$ cat src/rtl/vga_timing_pkg.sv
// Shared 640x480@60 timing constants, phase encoding and test-pattern colour table.
// The colour table is only referenced when VGA_TEST_PATTERN_EN is defined.
package vga_timing_pkg;

  typedef enum logic [1:0] {
    PH_ACTIVE = 2'd0,
    PH_FRONT  = 2'd1,
    PH_SYNC   = 2'd2,
    PH_BACK   = 2'd3
  } phase_e;

  localparam int H_ACTIVE_DEF = 640;
  localparam int H_FP_DEF     = 16;
  localparam int H_SYNC_DEF   = 96;
  localparam int H_BP_DEF     = 48;
  localparam int V_ACTIVE_DEF = 480;
  localparam int V_FP_DEF     = 10;
  localparam int V_SYNC_DEF   = 2;
  localparam int V_BP_DEF     = 33;
  localparam int H_TOTAL_DEF  = H_ACTIVE_DEF + H_FP_DEF + H_SYNC_DEF + H_BP_DEF;
  localparam int V_TOTAL_DEF  = V_ACTIVE_DEF + V_FP_DEF + V_SYNC_DEF + V_BP_DEF;

  // Eight 128-pixel-wide vertical bars selected by the top three bits of the x coordinate.
  function automatic logic [11:0] barColour(input logic [9:0] x);
    logic [11:0] colour;
    case (x[9:7])
      3'd0:    colour = 12'hFFF;
      3'd1:    colour = 12'hFF0;
      3'd2:    colour = 12'h0FF;
      3'd3:    colour = 12'h0F0;
      3'd4:    colour = 12'hF0F;
      3'd5:    colour = 12'hF00;
      3'd6:    colour = 12'h00F;
      default: colour = 12'h000;
    endcase
    return colour;
  endfunction

endpackage

$ cat src/rtl/vga_axis_fsm.sv
// One timing axis: a wrapping position counter plus its ACTIVE/FRONT/SYNC/BACK phase.
// Exposes the next phase so the parent can register outputs on the same edge as the count.
module vga_axis_fsm
  import vga_timing_pkg::*;
#(
  parameter int ACTIVE = H_ACTIVE_DEF,
  parameter int FP     = H_FP_DEF,
  parameter int SYNC   = H_SYNC_DEF,
  parameter int BP     = H_BP_DEF,
  parameter int CW     = 10
) (
  input  logic          clk_i,
  input  logic          rst_i,
  input  logic          adv_i,
  output logic [CW-1:0] cnt_o,
  output phase_e        phaseNext_o,
  output logic          wrap_o
);

  localparam int TOTAL = ACTIVE + FP + SYNC + BP;
  localparam logic [CW-1:0] LAST_ACTIVE = CW'(ACTIVE - 1);
  localparam logic [CW-1:0] LAST_FRONT  = CW'(ACTIVE + FP - 1);
  localparam logic [CW-1:0] LAST_SYNC   = CW'(ACTIVE + FP + SYNC - 1);
  localparam logic [CW-1:0] LAST        = CW'(TOTAL - 1);

  if (ACTIVE < 1 || FP < 1 || SYNC < 1 || BP < 1) begin : gBadPorch
    $error("vga_axis_fsm: every phase length must be at least one");
  end
  if (TOTAL > (2 ** CW)) begin : gBadWidth
    $error("vga_axis_fsm: CW too narrow for the axis total");
  end

  logic [CW-1:0] cnt_q, cnt_d;
  phase_e        phase_q, phase_d;
  logic          wrap;

  assign wrap = adv_i && (cnt_q == LAST);

  always_comb begin
    cnt_d   = cnt_q;
    phase_d = phase_q;
    if (adv_i) begin
      cnt_d = wrap ? '0 : cnt_q + 1'b1;
      case (phase_q)
        PH_ACTIVE: if (cnt_q == LAST_ACTIVE) phase_d = PH_FRONT;
        PH_FRONT:  if (cnt_q == LAST_FRONT)  phase_d = PH_SYNC;
        PH_SYNC:   if (cnt_q == LAST_SYNC)   phase_d = PH_BACK;
        default:   if (cnt_q == LAST)        phase_d = PH_ACTIVE;
      endcase
    end
  end

  always_ff @(posedge clk_i) begin
    if (rst_i) begin
      cnt_q   <= '0;
      phase_q <= PH_ACTIVE;
    end else begin
      cnt_q   <= cnt_d;
      phase_q <= phase_d;
    end
  end

  assign cnt_o       = cnt_q;
  assign phaseNext_o = phase_d;
  assign wrap_o      = wrap;

endmodule

$ cat src/rtl/vga_sync_gen.sv
// Porch-accurate VGA timing engine: H and V axis counters with registered sync/blank/pulse outputs.
// Optional colour-bar generator on rgb when VGA_TEST_PATTERN_EN is defined.
module vga_sync_gen
  import vga_timing_pkg::*;
#(
  parameter int H_ACTIVE = H_ACTIVE_DEF,
  parameter int H_FP     = H_FP_DEF,
  parameter int H_SYNC   = H_SYNC_DEF,
  parameter int H_BP     = H_BP_DEF,
  parameter int V_ACTIVE = V_ACTIVE_DEF,
  parameter int V_FP     = V_FP_DEF,
  parameter int V_SYNC   = V_SYNC_DEF,
  parameter int V_BP     = V_BP_DEF,
  parameter bit SYNC_POL = 1'b0,
  parameter int CW       = 10
) (
  input  logic          clk,
  input  logic          rst,
  input  logic          en,
  output logic          hsync,
  output logic          vsync,
  output logic          video_on,
  output logic [CW-1:0] pix_x,
  output logic [CW-1:0] pix_y,
  output logic          line_start,
  output logic          frame_start
`ifdef VGA_TEST_PATTERN_EN
  ,
  output logic [11:0]   rgb
`endif
);

  phase_e hPhaseNext, vPhaseNext;
  logic   hWrap, vWrap;
  logic   hsync_q, vsync_q, videoOn_q, lineStart_q, frameStart_q;
  logic   videoOn_d;

  vga_axis_fsm #(
    .ACTIVE(H_ACTIVE), .FP(H_FP), .SYNC(H_SYNC), .BP(H_BP), .CW(CW)
  ) uHAxis (
    .clk_i       (clk),
    .rst_i       (rst),
    .adv_i       (en),
    .cnt_o       (pix_x),
    .phaseNext_o (hPhaseNext),
    .wrap_o      (hWrap)
  );

  // The vertical axis steps once per completed line.
  vga_axis_fsm #(
    .ACTIVE(V_ACTIVE), .FP(V_FP), .SYNC(V_SYNC), .BP(V_BP), .CW(CW)
  ) uVAxis (
    .clk_i       (clk),
    .rst_i       (rst),
    .adv_i       (hWrap),
    .cnt_o       (pix_y),
    .phaseNext_o (vPhaseNext),
    .wrap_o      (vWrap)
  );

  assign videoOn_d = (hPhaseNext == PH_ACTIVE) && (vPhaseNext == PH_ACTIVE);

  always_ff @(posedge clk) begin
    if (rst) begin
      hsync_q      <= ~SYNC_POL;
      vsync_q      <= ~SYNC_POL;
      videoOn_q    <= 1'b1;
      lineStart_q  <= 1'b0;
      frameStart_q <= 1'b0;
    end else begin
      hsync_q      <= (hPhaseNext == PH_SYNC) ? SYNC_POL : ~SYNC_POL;
      vsync_q      <= (vPhaseNext == PH_SYNC) ? SYNC_POL : ~SYNC_POL;
      videoOn_q    <= videoOn_d;
      lineStart_q  <= hWrap;
      frameStart_q <= vWrap;
    end
  end

  assign hsync       = hsync_q;
  assign vsync       = vsync_q;
  assign video_on    = videoOn_q;
  assign line_start  = lineStart_q;
  assign frame_start = frameStart_q;

`ifdef VGA_TEST_PATTERN_EN
  logic [CW-1:0] hNext;
  logic [11:0]   rgb_q;

  // Colour is looked up from the x the counter is about to take, keeping rgb aligned with pix_x.
  assign hNext = hWrap ? '0 : pix_x + CW'(en);

  always_ff @(posedge clk) begin
    if (rst) begin
      rgb_q <= 12'h000;
    end else begin
      rgb_q <= videoOn_d ? barColour(10'(hNext)) : 12'h000;
    end
  end

  assign rgb = rgb_q;
`endif

endmodule
$ cat config.mk
export PLATFORM = sky130hd
export DESIGN_NAME = vga_sync_gen
export DESIGN_NICKNAME = d
export VERILOG_FILES = /design/src/rtl/vga_timing_pkg.sv /design/src/rtl/vga_axis_fsm.sv /design/src/rtl/vga_sync_gen.sv
export SDC_FILE = /design/constraint.sdc
export NUM_CORES = 1
export LEC_CHECK = 0
export ABC_AREA = 1
export BUFFER_PORTS_ARGS = -buffer_cell sky130_fd_sc_hd__buf_2
export CAP_MARGIN = 20
export CORE_UTILIZATION = 35
export CTS_CLUSTER_SIZE = 10
export DETAILED_ROUTE_END_ITERATION = 10
export GPL_TIMING_DRIVEN = 0
export SYNTH_ARGS = -nofsm -noshare
export SYNTH_HDL_FRONTEND = slang
export SYNTH_SLANG_ARGS = --single-unit
$ cat constraint.sdc
create_clock -name clk -period 2.3 [get_ports clk]
set_clock_uncertainty 0.15 [all_clocks]
set_input_delay 0.115 -clock clk [delete_from_list [all_inputs] [get_ports clk]]
set_output_delay 0.115 -clock clk [all_outputs]
set_load 0.005 [all_outputs]
==> results of run 1 <==
flip-flops by register name, indices dropped and copies added, names as in the netlist:
signal          flops
video_on            1
hsync               1
vsync               1
line_start          1
uHAxis.cnt_o       10
uVAxis.phase_q      2
frame_start         1
uVAxis.cnt_o       10
uHAxis.phase_q      2
layout make-up:
class	instances	area [sq um]
multi-input cells	173	880
inverters	39	148
repair buffers	28	150
clock buffers	7	96.3
well taps	52	65.1
flip-flops and latches	29	581
clock inverters	1	5.00
plain buffers	3	26.3
fillers	474	2460
layer usage:
| metal | share of wire | track usage | vias to the layer above |
|---|---|---|---|
| met5 | 0 | 0 | - |
| met2 | 0.41 | 0.226 | 28 |
| met1 | 0.54 | 0.222 | 701 |
| met3 | 0.038 | 0.0476 | 6 |
| li1 | - | - | 855 |
| met4 | 0.017 | 0.0667 | 0 |
path summary, 6_finish.rpt:
| check | from | end | slack (ns) |
|---|---|---|---|
| setup / recovery | uHAxis.cnt_o[0] | uVAxis.cnt_o[5] | 0.37 |
| hold / removal | uHAxis.cnt_o[1] | uHAxis.cnt_o[1] | 0.37 |
| setup reg to reg | uHAxis.cnt_o[0] | uVAxis.cnt_o[5] | 0.37 |
| hold reg to reg | uHAxis.cnt_o[1] | uHAxis.cnt_o[1] | 0.37 |
cells by family (layout without fill, tap and decap cells):
logic type	after synthesis	after routing	synth area share
buf+inv	42	78	0.106
compound gates	24	24	0.0796
fa+ha+maj	5	5	0.0383
xor+xnor	3	3	0.0161
simple gates	141	141	0.404
flops	29	29	0.355
synth_stat cells, types with 2 or more instances:
| cell type | instances |
|---|---|
| sky130_fd_sc_hd__nor3_1 | 12 |
| sky130_fd_sc_hd__inv_1 | 36 |
| sky130_fd_sc_hd__nor2_4 | 2 |
| sky130_fd_sc_hd__inv_2 | 2 |
| sky130_fd_sc_hd__dfxtp_1 | 29 |
| sky130_fd_sc_hd__nor4_1 | 2 |
| sky130_fd_sc_hd__nand2_1 | 49 |
| sky130_fd_sc_hd__nor2_1 | 43 |
| sky130_fd_sc_hd__ha_1 | 5 |
| sky130_fd_sc_hd__nand3_1 | 16 |
| sky130_fd_sc_hd__nand4_1 | 8 |
| sky130_fd_sc_hd__a21oi_1 | 13 |
| sky130_fd_sc_hd__a211oi_1 | 2 |
| sky130_fd_sc_hd__o21ai_0 | 7 |
| sky130_fd_sc_hd__buf_6 | 2 |
| sky130_fd_sc_hd__xor2_1 | 3 |
| sky130_fd_sc_hd__nand2_2 | 2 |
worst min-delay path: stages (launching register included):
cell	delay (ns)
sky130_fd_sc_hd__dfxtp_1	0.33
sky130_fd_sc_hd__nor2_1	0.09
sky130_fd_sc_hd__nor3_1	0.05
power by group through the flow:
stage	Combinational (mW)	Sequential (mW)	Clock (mW)
after global placement	0.0420	0.525	0
after detailed placement	0.0421	0.525	0
after global routing	0.0504	0.514	0.509
after floorplan	0.0287	0.525	0
after CTS	0.0451	0.514	0.480
final	0.0444	0.514	0.469
==> impl_summary.log, run 1 <==
INFO  metric r2r_cells = 9
INFO  metric layoutNonFillerInstCount = 332
INFO  metric io-pin-count = 28
INFO  metric first_iter_violations = 51
INFO  metric timing.critical_path.max_delay_family = simple AND/OR/NAND/NOR gates
INFO  metric slew_headroom = 0.642
INFO  metric drc = 0
INFO  metric worst_min_delay_path_category = reg2reg
INFO  metric avgViaCountPerCell = 4.79
INFO  metric place.gp.congestion = 0.850
INFO  metric tritoncts = yes
INFO  metric tightest_slew = 0.536 ns
INFO  metric worst-setup-path-type = reg2reg
INFO  metric dpl_cell_area = 1830 sq um
INFO  metric fin_ws = 0.373 ns
INFO  metric p_switching = 0.230 mW
INFO  metric hold_vio_cnt_final = 0
INFO  metric mostFrequentLayoutCell = sky130_fd_sc_hd__nand2_1
INFO  metric setup.worst_path.start_class = flop
INFO  metric rsz0062_at_grt = false
INFO  metric worst_ep_arrival_time = 1.96 ns
INFO  metric setup_total_negative_slack = 0 ns
INFO  metric layout_common_cells = sky130_fd_sc_hd__nand2_1 (49), sky130_fd_sc_hd__nor2_1 (43), sky130_fd_sc_hd__inv_1 (36)
INFO  metric detailroute.via_count = 1590
INFO  metric ys_async_sr_fraction = 0
INFO  metric postSynthRegisterBits = 29
INFO  metric first_pass_iters = 4
INFO  metric timing.max_cap.violations = 0
INFO  metric synth-edff-count = 0
INFO  metric dp_cells = 322
INFO  metric worst_setup_path_end_kind = flop
INFO  metric die_area = 4950 sq um
INFO  metric crit_top_cell = sky130_fd_sc_hd__nor2_4
INFO  metric clock_power_share = 0.456
INFO  metric pwr-share-seq = 0.500
INFO  metric max_freq = 0.519 GHz
INFO  metric cts-buffers-inserted = 5
INFO  metric post-cts-setup-buffer-count = 0
INFO  metric cp_cell_sequence = ha_1 -> nand3_4 -> nor2_4 -> inv_2 -> nor2_8 -> nor2_4 -> clkinv_2 -> nand2_2 -> and3_2
INFO  metric post-synth-top-area-fraction = 0.355
INFO  metric worstSetupPathDepth = 9
INFO  metric grt_first_pass_wirelength = 6.15 mm
INFO  metric total_power = 1.03 mW
INFO  metric power.share.combinational = 0.043
INFO  metric syn_area = 1630 sq um
INFO  metric run_status = complete, no violations
INFO  metric critical_path.max_stage_delay = 0.38 ns
INFO  metric final.hold.worst_slack = 0.369 ns
INFO  metric place.detailed.hpwl = 2.79 mm
INFO  metric finalCritPeriodShare = 0.838
INFO  metric port_buffers = 26
INFO  metric htree_levels = 2
INFO  metric post_cts_hold_buffer_count = 2
INFO  metric synth.lib_cells_used.distinct = 28
INFO  metric grt_start_max_net_pins = 11
INFO  metric sw_frac_of_total = 0.224
INFO  metric post_cts_resize_count = 0
INFO  metric dominantRegCellSynth = sky130_fd_sc_hd__dfxtp_1
INFO  metric finished_layout_cell_area = 1950 sq um
INFO  metric total_detailed_routing_wirelength = 3.74 mm
INFO  metric initial_core_util = 0.370
INFO  metric final_layout_size_suffix_gt1_frac = 0.171
INFO  metric drv_slew = 0
INFO  metric synth.yosys.seq_area_share = 0.355
INFO  metric layout.core_utilization = 0.442
INFO  metric fp_rows = 24
INFO  metric final_layout_net_count = 287
INFO  metric p_int = 0.796 mW
INFO  metric synth_nets = 252
INFO  metric worstPathBufferInverterCount = 2
INFO  metric drt-wirelength-per-cell = 11.3 microns
INFO  metric critical_path_required = 2.33 ns
INFO  metric clock_latency_on_the_worst_skew_pair = 0.28 ns
INFO  metric synth_warnings = 0
INFO  metric globalRouteTotalUtil = 0.160
INFO  metric holdPathStages = 2
INFO  metric fp.coreArea = 4410 sq um
INFO  metric drtAntennaViolNets = 0
INFO  metric p_per_area = 526 nW/um^2
INFO  metric die_h = 70.3 microns
INFO  metric report.final.setup_viol = 0
INFO  metric antenna_found_initial = 0
INFO  metric worst_ir_drop_vdd = 294 uV
INFO  metric cts.root.buffer_cell = sky130_fd_sc_hd__clkbuf_8
INFO  metric leakage_power = 0.878 nW
INFO  metric first_global_vias = 1364
INFO  metric layout-area-overhead-vs-synth = 19.4%
INFO  metric place_worst_setup_slack = 0.365 ns
INFO  metric antenna-diode-count = 0
INFO  metric cts_num_sinks = 29
INFO  metric cts_max_path_buffers = 2
INFO  metric netlist_top_cells_area = sky130_fd_sc_hd__dfxtp_1 (36%), sky130_fd_sc_hd__nand2_1 (11%), sky130_fd_sc_hd__nor2_1 (9.9%)
INFO  metric syn-mean-instance-area = 6.70 sq um
INFO  metric cts.clk_slew.worst_paths = 0.07 ns
INFO  metric timing.critical_path.slowest_stage_cell = sky130_fd_sc_hd__dfxtp_1
INFO  metric synthDominantAreaCellType = sky130_fd_sc_hd__dfxtp_1
INFO  metric die_w = 70.3 microns
INFO  metric crit_fanout = 9
INFO  metric period_needed = 1.93 ns
INFO  metric synthCells = 244
INFO  metric grt_remaining_overflow = 0
Power figures use the tool's default switching activity.
==> run 2, diff against run 1 <==
ABC_AREA = 0   (was 1)
clock period = 1.8 ns   (was 2.3 ns; I/O delays follow)
==> impl_summary.log, run 2 <==
INFO  metric synth-edff-count = 0 (unchanged)
INFO  metric regArea = 602 sq um (+3.7%)
INFO  metric place_worst_setup_slack = -0.338 ns (-0.704 ns)
INFO  metric drv_slew = 0 (unchanged)
INFO  metric antenna_found_initial = 0 (unchanged)
INFO  metric fp.coreArea = 4000 sq um (-9.4%)
INFO  metric synthCells = 162 (-34%)
INFO  metric worst_setup_path_endpoint = video_on
INFO  metric leakage_power = 0.863 nW (-1.7%)
INFO  metric tritoncts = yes
INFO  metric worstReg2RegStart = uVAxis.cnt_o[1]
INFO  metric cts.clk_slew.worst_paths = 0.06 ns (about the same)
INFO  metric period_needed = 2.02 ns (+0.0940 ns)
INFO  metric synth.top_cells.by_count = sky130_fd_sc_hd__dfxtp_1 (29), sky130_fd_sc_hd__nor2_1 (28), sky130_fd_sc_hd__xor2_1 (13), sky130_fd_sc_hd__nand2_1 (9), sky130_fd_sc_hd__nand3_1 (8)
INFO  metric r2r_cells = 8 (-1)
INFO  metric dp_cells = 238 (-26%)
INFO  metric worst_setup_path_end_kind = flop
INFO  metric final_layout_size_suffix_gt1_frac = 0.408 (+0.236)
INFO  metric io-pin-count = 28 (unchanged)
INFO  metric worst-setup-path-type = reg2reg
INFO  metric first_pass_iters = 4 (unchanged)
INFO  metric avgViaCountPerCell = 5.12 (+6.8%)
INFO  metric grt_first_pass_wirelength = 5.28 mm (-14%)
INFO  metric worst_ir_drop_vdd = 345 uV (+17%)
INFO  metric htree_levels = 2 (unchanged)
INFO  metric synthDominantAreaCellType = sky130_fd_sc_hd__dfxtp_1
INFO  metric die_w = 66.6 microns (-5.3%)
INFO  metric clock_latency_on_the_worst_skew_pair = 0.28 ns (about the same)
INFO  metric final.fill_count = 395 (-17%)
INFO  metric die_h = 66.6 microns (-5.3%)
INFO  metric layoutNonFillerInstCount = 256 (-23%)
INFO  metric worst_min_delay_path_category = in2reg
INFO  metric report.final.setup_viol = 26 (+26)
INFO  metric cts.root.buffer_cell = sky130_fd_sc_hd__clkbuf_8
INFO  metric final_layout_net_count = 214 (-25%)
INFO  metric setup.worst_path.start_class = flop
INFO  metric drc = 0 (unchanged)
INFO  metric fp_rows = 23 (-4.2%)
INFO  metric total_area_of_multi_input_combinational_cells = 903 sq um (+2.7%)
INFO  metric crit_fanout = 2 (-7)
INFO  metric setup_total_negative_slack = -3.06 ns (-3.06 ns)
INFO  metric globalRouteTotalUtil = 0.161 (+0.00105)
INFO  metric rsz0062_at_grt = true
INFO  metric timing.max_cap.violations = 0 (unchanged)
INFO  metric tightest_slew = 0.376 ns (-0.161 ns)
INFO  metric finalCritPeriodShare = 1.12 (+0.285)
INFO  metric syn-mean-instance-area = 9.01 sq um (+35%)
INFO  metric hold_vio_cnt_final = 0 (unchanged)
INFO  metric synthMostInstantiatedCell = sky130_fd_sc_hd__dfxtp_1
INFO  metric drtAntennaViolNets = 0 (unchanged)
INFO  metric run_status = complete, but fails checks
INFO  metric antenna-diode-count = 0 (unchanged)
INFO  metric violations_in_the_final_reports = setup timing
INFO  metric port_buffers = 26 (unchanged)
INFO  metric cts_max_path_buffers = 2 (unchanged)
INFO  metric mostFrequentLayoutCell = sky130_fd_sc_hd__buf_2
INFO  metric critPathLaunch = uVAxis.cnt_o[1]
INFO  metric cts_num_sinks = 29 (unchanged)
INFO  metric synth.yosys.seq_area_share = 0.398 (+0.0423)
INFO  metric first_iter_violations = 46 (-9.8%)
INFO  metric dominantRegCellSynth = sky130_fd_sc_hd__dfxtp_1
INFO  metric syn_area = 1460 sq um (-11%)
INFO  metric ys_async_sr_fraction = 0 (unchanged)
INFO  metric total_detailed_routing_wirelength = 3.21 mm (-14%)
INFO  metric die_area = 4430 sq um (-10%)
INFO  metric final.hold.worst_slack = 0.0245 ns (-0.345 ns)
INFO  metric first_global_vias = 1253 (-8.1%)
INFO  metric postSynthRegisterBits = 29 (unchanged)
INFO  metric worst_ep_arrival_time = 2.09 ns (+0.13 ns)
INFO  metric reg2reg_setup_slack = -0.22 ns (-0.59 ns)
INFO  metric layout_common_cells = sky130_fd_sc_hd__buf_2 (26), sky130_fd_sc_hd__dfxtp_1 (22), sky130_fd_sc_hd__nor2_1 (20)
INFO  metric slew_headroom = 0.748 (+0.106)
INFO  metric critical_path_required = 1.87 ns (-0.46 ns)
INFO  metric fin_ws = -0.221 ns (-0.594 ns)
INFO  metric netlist_top_cells_area = sky130_fd_sc_hd__dfxtp_1 (40%), sky130_fd_sc_hd__xor2_1 (7.8%), sky130_fd_sc_hd__nor2_1 (7.2%)
INFO  metric layout.core_utilization = 0.497 (+0.0548)
INFO  metric grt_remaining_overflow = 0 (unchanged)
INFO  metric place.detailed.hpwl = 2.13 mm (-24%)
INFO  metric cts-buffers-inserted = 5 (unchanged)
INFO  metric post-synth-top-area-fraction = 0.398 (+0.0423)
INFO  metric max_freq = 0.495 GHz (-4.7%)
INFO  metric worstReg2RegEnd = video_on
INFO  metric place.gp.congestion = 0.745 (-12%)
INFO  metric p_per_area = 630 nW/um^2 (+20%)
INFO  metric detailroute.via_count = 1310 (-18%)
INFO  metric grt_start_max_net_pins = 11 (unchanged)
INFO  metric synth_warnings = 0 (unchanged)
INFO  metric drt-wirelength-per-cell = 12.6 microns (+11%)
INFO  metric layout-area-overhead-vs-synth = 36.1%
INFO  metric synth_nets = 170 (-33%)
INFO  metric initial_core_util = 0.365 (-0.00515)
INFO  metric synth.lib_cells_used.distinct = 46 (+64%)
run 2: cell types whose count changed after synthesis, sizes merged, moves of 5 or more:
cell and delta:
xor2 +10, o21ai -7, nand2 -42, a21oi -12, inv -31, nor3 -10, nand3 -9, nor2 -19
and3 +5
run 2: cells by family after synthesis:
family                     count (synthesis)  synth area share
and+or+nand+nor                           81             0.314
xor gates and xnor gates                  17             0.102
adders and majority gates                  5            0.0428
DFF                                       29             0.398
buffers and inverters                     15            0.0600
AOI/OAI and AO/OA                         14            0.0763
muxes                                      1           0.00686
run 2: routing by layer:
layer  vias up  global-route usage  routed length (microns)
met4         0               0.101                       70
met1       623               0.171                     1420
li1        653                   -                        -
met2        27               0.275                     1600
met3         7              0.0462                      131
met5         -                   0                        0
run 2: how the worst min path moves through the flow:
stage	from	to	slack, ns	cells after the start
after global routing	rst	uVAxis.cnt_o[5]	0.04	3
after global placement	en	uHAxis.cnt_o[0]	0.27	3
final	rst	uVAxis.cnt_o[2]	0.02	3
after floorplan	rst	uHAxis.cnt_o[5]	0.22	3
after CTS	en	uHAxis.cnt_o[2]	0.03	4
after detailed placement	en	uHAxis.cnt_o[1]	0.29	3
run 2: what timing repair did:
item | 4_1_cts | 5_1_grt
endpoints found under the hold margin | 1 | 0
hold buffers | 2 | 0
gates cloned | 1 | 0
setup endpoints to repair | 26 | 27
pin swaps | 3 | 13
resized for setup | 18 | 17
buffers inserted | 9 | 2
run 2: report_power, final:
group | total (mW) | switching [mW] | internal, mW
logic | 0.0646 | 0.0292 | 0.0355
clock network | 0.532 | 0.230 | 0.303
registers | 0.655 | 0.0102 | 0.644
total | 1.25 | 0.269 | 0.982
run 2: worst max-delay path, stage by stage, from the launching register on:
cell	delay, ns
sky130_fd_sc_hd__dfxtp_4	0.35
sky130_fd_sc_hd__inv_4	0.06
sky130_fd_sc_hd__ha_4	0.12
sky130_fd_sc_hd__or4b_4	0.46
sky130_fd_sc_hd__nor4_4	0.18
sky130_fd_sc_hd__buf_4	0.17
sky130_fd_sc_hd__a31oi_1	0.09
sky130_fd_sc_hd__o21bai_1	0.21
sky130_fd_sc_hd__a41o_1	0.18
run 2: layout make-up:
cell class | instances | share of cell area
Inverter | 7 | 0.0157
Timing Repair Buffer | 40 | 0.127
Buffer | 5 | 0.0252
Multi-Input combinational cell | 118 | 0.455
Sequential cell | 29 | 0.303
Tap cell | 50 | 0.0315
Clock buffer | 7 | 0.0435
run 2: metrics by stage:
stage / total power, mW / instance area, sq um
floorplan: 0.708 / 1500
global placement: 0.722 / 1690
detailed placement: 0.724 / 1690
CTS: 1.27 / 1910
global route: 1.31 / 1990
finish: 1.25 / 1990
==> run 3, diff against run 2 <==
clock period = 1.62 ns   (was 1.8 ns; I/O delays follow)
==> impl_summary.log, run 3 (synthesis results as in run 2) <==
INFO  metric first_iter_violations = 34 (-26%)
INFO  metric initial_core_util = 0.365 (unchanged)
INFO  metric die_w = 66.6 microns (unchanged)
INFO  metric tritoncts = yes
INFO  metric drc = 0 (unchanged)
INFO  metric run_status = complete, but fails checks
INFO  metric antenna-diode-count = 0 (unchanged)
INFO  metric avgViaCountPerCell = 5.04 (-1.5%)
INFO  metric setup.worst_path.start_class = flop
INFO  metric cts-buffers-inserted = 5 (unchanged)
INFO  metric timing.critical_path.slowest_stage_cell = sky130_fd_sc_hd__or4b_4
INFO  metric final.fill_count = 371 (-6.1%)
INFO  metric grt_first_pass_wirelength = 5.19 mm (-1.7%)
INFO  metric htree_levels = 2 (unchanged)
INFO  metric fp.coreArea = 4000 sq um (unchanged)
INFO  metric r2r_cells = 7 (-1)
INFO  metric report.final.setup_viol = 27 (+3.8%)
INFO  metric worst_hold_startpoint = en
INFO  metric cp_cell_sequence = inv_4 -> ha_4 -> or4b_4 -> nor4_4 -> a211oi_2 -> a211oi_2 -> a41o_1
INFO  metric leakage_power = 0.879 nW (+1.9%)
INFO  metric timing.max_cap.violations = 0 (unchanged)
INFO  metric port_buffers = 26 (unchanged)
INFO  metric max_freq = 0.495 GHz (about the same)
INFO  metric worstReg2RegStart = uVAxis.cnt_o[1]
INFO  metric final_layout_size_suffix_gt1_frac = 0.474 (+0.0662)
INFO  metric slew_headroom = 0.698 (-0.0498)
INFO  metric p_per_area = 701 nW/um^2 (+11%)
INFO  metric first_global_vias = 1161 (-7.3%)
INFO  metric globalRouteTotalUtil = 0.158 (-0.00311)
INFO  metric fin_ws = -0.400 ns (-0.179 ns)
INFO  metric violations_in_the_final_reports = setup timing
INFO  metric worst_ir_drop_vdd = 463 uV (+34%)
INFO  metric io-pin-count = 28 (unchanged)
INFO  metric hold_vio_cnt_final = 0 (unchanged)
INFO  metric finished_layout_cell_area = 2090 sq um (+5.0%)
INFO  metric grt_start_max_net_pins = 11 (unchanged)
INFO  metric place.gp.congestion = 0.755 (+1.3%)
INFO  metric final_layout_net_count = 218 (+1.9%)
INFO  metric hold_path_end = uHAxis.cnt_o[2]
INFO  metric die_area = 4430 sq um (unchanged)
INFO  metric worst-setup-path-type = reg2reg
INFO  metric clock_latency_on_the_worst_skew_pair = 0.28 ns (about the same)
INFO  metric worstPathBufferInverterCount = 1 (-1)
INFO  metric period_needed = 2.02 ns (-0.000886 ns)
INFO  metric die_h = 66.6 microns (unchanged)
INFO  metric total_detailed_routing_wirelength = 3.34 mm (+3.9%)
INFO  metric reg2reg_setup_slack = -0.40 ns (-0.18 ns)
INFO  metric drv_slew = 0 (unchanged)
INFO  metric mostFrequentLayoutCell = sky130_fd_sc_hd__buf_2
INFO  metric cts.clk_slew.worst_paths = 0.07 ns (about the same)
INFO  metric grt_remaining_overflow = 0 (unchanged)
INFO  metric worst_ep_arrival_time = 2.09 ns (about the same)
INFO  metric cts.root.buffer_cell = sky130_fd_sc_hd__clkbuf_8
INFO  metric finalCritPeriodShare = 1.25 (+0.124)
INFO  metric layout_common_cells = sky130_fd_sc_hd__buf_2 (26), sky130_fd_sc_hd__dfxtp_1 (20), sky130_fd_sc_hd__nor2_1 (19)
INFO  metric cts_max_path_buffers = 2 (unchanged)
INFO  metric layout.core_utilization = 0.522 (+0.0250)
INFO  metric holdPathStages = 4 (+1)
INFO  metric drtAntennaViolNets = 0 (unchanged)
INFO  metric detailroute.via_count = 1315 (+0.38%)
INFO  metric rsz0062_at_grt = true
INFO  metric worstReg2RegEnd = video_on
INFO  metric cts_num_sinks = 29 (unchanged)
INFO  metric worst_min_delay_path_category = in2reg
INFO  metric layout-area-overhead-vs-synth = 42.9%
INFO  metric first_pass_iters = 4 (unchanged)
INFO  metric place.detailed.hpwl = 2.06 mm (-3.3%)
INFO  metric worst_setup_path_end_kind = flop
INFO  metric timing.critical_path.max_delay_family = simple AND/OR/NAND/NOR gates
INFO  metric dpl_cell_area = 1690 sq um (unchanged)
INFO  metric fp_rows = 23 (unchanged)
INFO  metric drt-wirelength-per-cell = 12.8 microns (+1.9%)
INFO  metric crit_fanout = 3 (+1)
INFO  metric antenna_found_initial = 0 (unchanged)
INFO  metric crit_top_cell = sky130_fd_sc_hd__a211oi_2
INFO  metric critical_path_required = 1.69 ns (-0.18 ns)
INFO  metric critical_path.max_stage_delay = 0.46 ns (about the same)
INFO  metric tightest_slew = 0.452 ns (+0.0760 ns)
==> run 3: layout make-up <==
cell class | instances | area, sq um | area share
multi-input cells | 118 | 962 | 0.461
well taps | 50 | 62.6 | 0.0300
repair buffers | 44 | 279 | 0.134
flip-flops and latches | 29 | 599 | 0.287
clock inverters | 1 | 5.00 | 0.00240
plain buffers | 5 | 53.8 | 0.0258
clock buffers | 7 | 96.3 | 0.0462
inverters | 7 | 28.8 | 0.0138
==> run 3: per-layer routing <==
layer | track usage | share of wire | routed length (microns) | vias up
li1 | - | - | - | 663
met1 | 0.182 | 0.43 | 1440 | 627
met2 | 0.261 | 0.51 | 1710 | 20
met3 | 0.0462 | 0.040 | 134 | 5
met4 | 0.0798 | 0.014 | 47 | 0
met5 | 0 | 0 | 0 | -
==> run 3: worst max-delay path by stage <==
stage,start,endpoint,cells after the start,slack (ns)
finish,uVAxis.cnt_o[1],video_on,7,-0.40
global route,uVAxis.cnt_o[0],video_on,7,-0.48
CTS,uVAxis.cnt_o[0],video_on,7,-0.44
detailed placement,uHAxis.cnt_o[5],video_on,7,-0.51
global placement,uHAxis.cnt_o[5],video_on,7,-0.51
floorplan,uHAxis.cnt_o[5],video_on,7,-0.38
==> run 3: worst reg2reg max path, stage by stage, from the launching register on <==
cell and delay, ns:
sky130_fd_sc_hd__dfxtp_4 0.35, sky130_fd_sc_hd__inv_4 0.06, sky130_fd_sc_hd__ha_4 0.11, sky130_fd_sc_hd__or4b_4 0.46
sky130_fd_sc_hd__nor4_4 0.22, sky130_fd_sc_hd__a211oi_2 0.12, sky130_fd_sc_hd__a211oi_2 0.28, sky130_fd_sc_hd__a41o_1 0.20
==> run 3: timing repair <==
item	CTS	global route
hold buffers	1	0
endpoints found under the hold margin	2	0
setup endpoints to repair	27	28
cloned	1	1
buffers inserted	8	8
pin swaps	9	19
gates resized for setup	20	28
==> run 3: metrics by stage <==
step | instances | total power [mW] | setup slack [ns] | hold slack (ns) | TNS (ns)
after floorplan | 162 | 0.786 | -0.379 | 0.208 | -5.51
after global placement | 238 | 0.803 | -0.511 | 0.263 | -9.08
after detailed placement | 238 | 0.803 | -0.507 | 0.277 | -9.28
after CTS | 254 | 1.48 | -0.442 | 0.00398 | -8.55
after global routing | 261 | 1.53 | -0.481 | 0.0195 | -9.27
final | 261 | 1.46 | -0.400 | 0.0132 | -7.32
==> run 3: where the power goes <==
group / switching [mW] / internal, mW
Clock: 0.272 / 0.383
Sequential: 0.0103 / 0.718
Combinational: 0.0364 / 0.0425
Total: 0.319 / 1.14
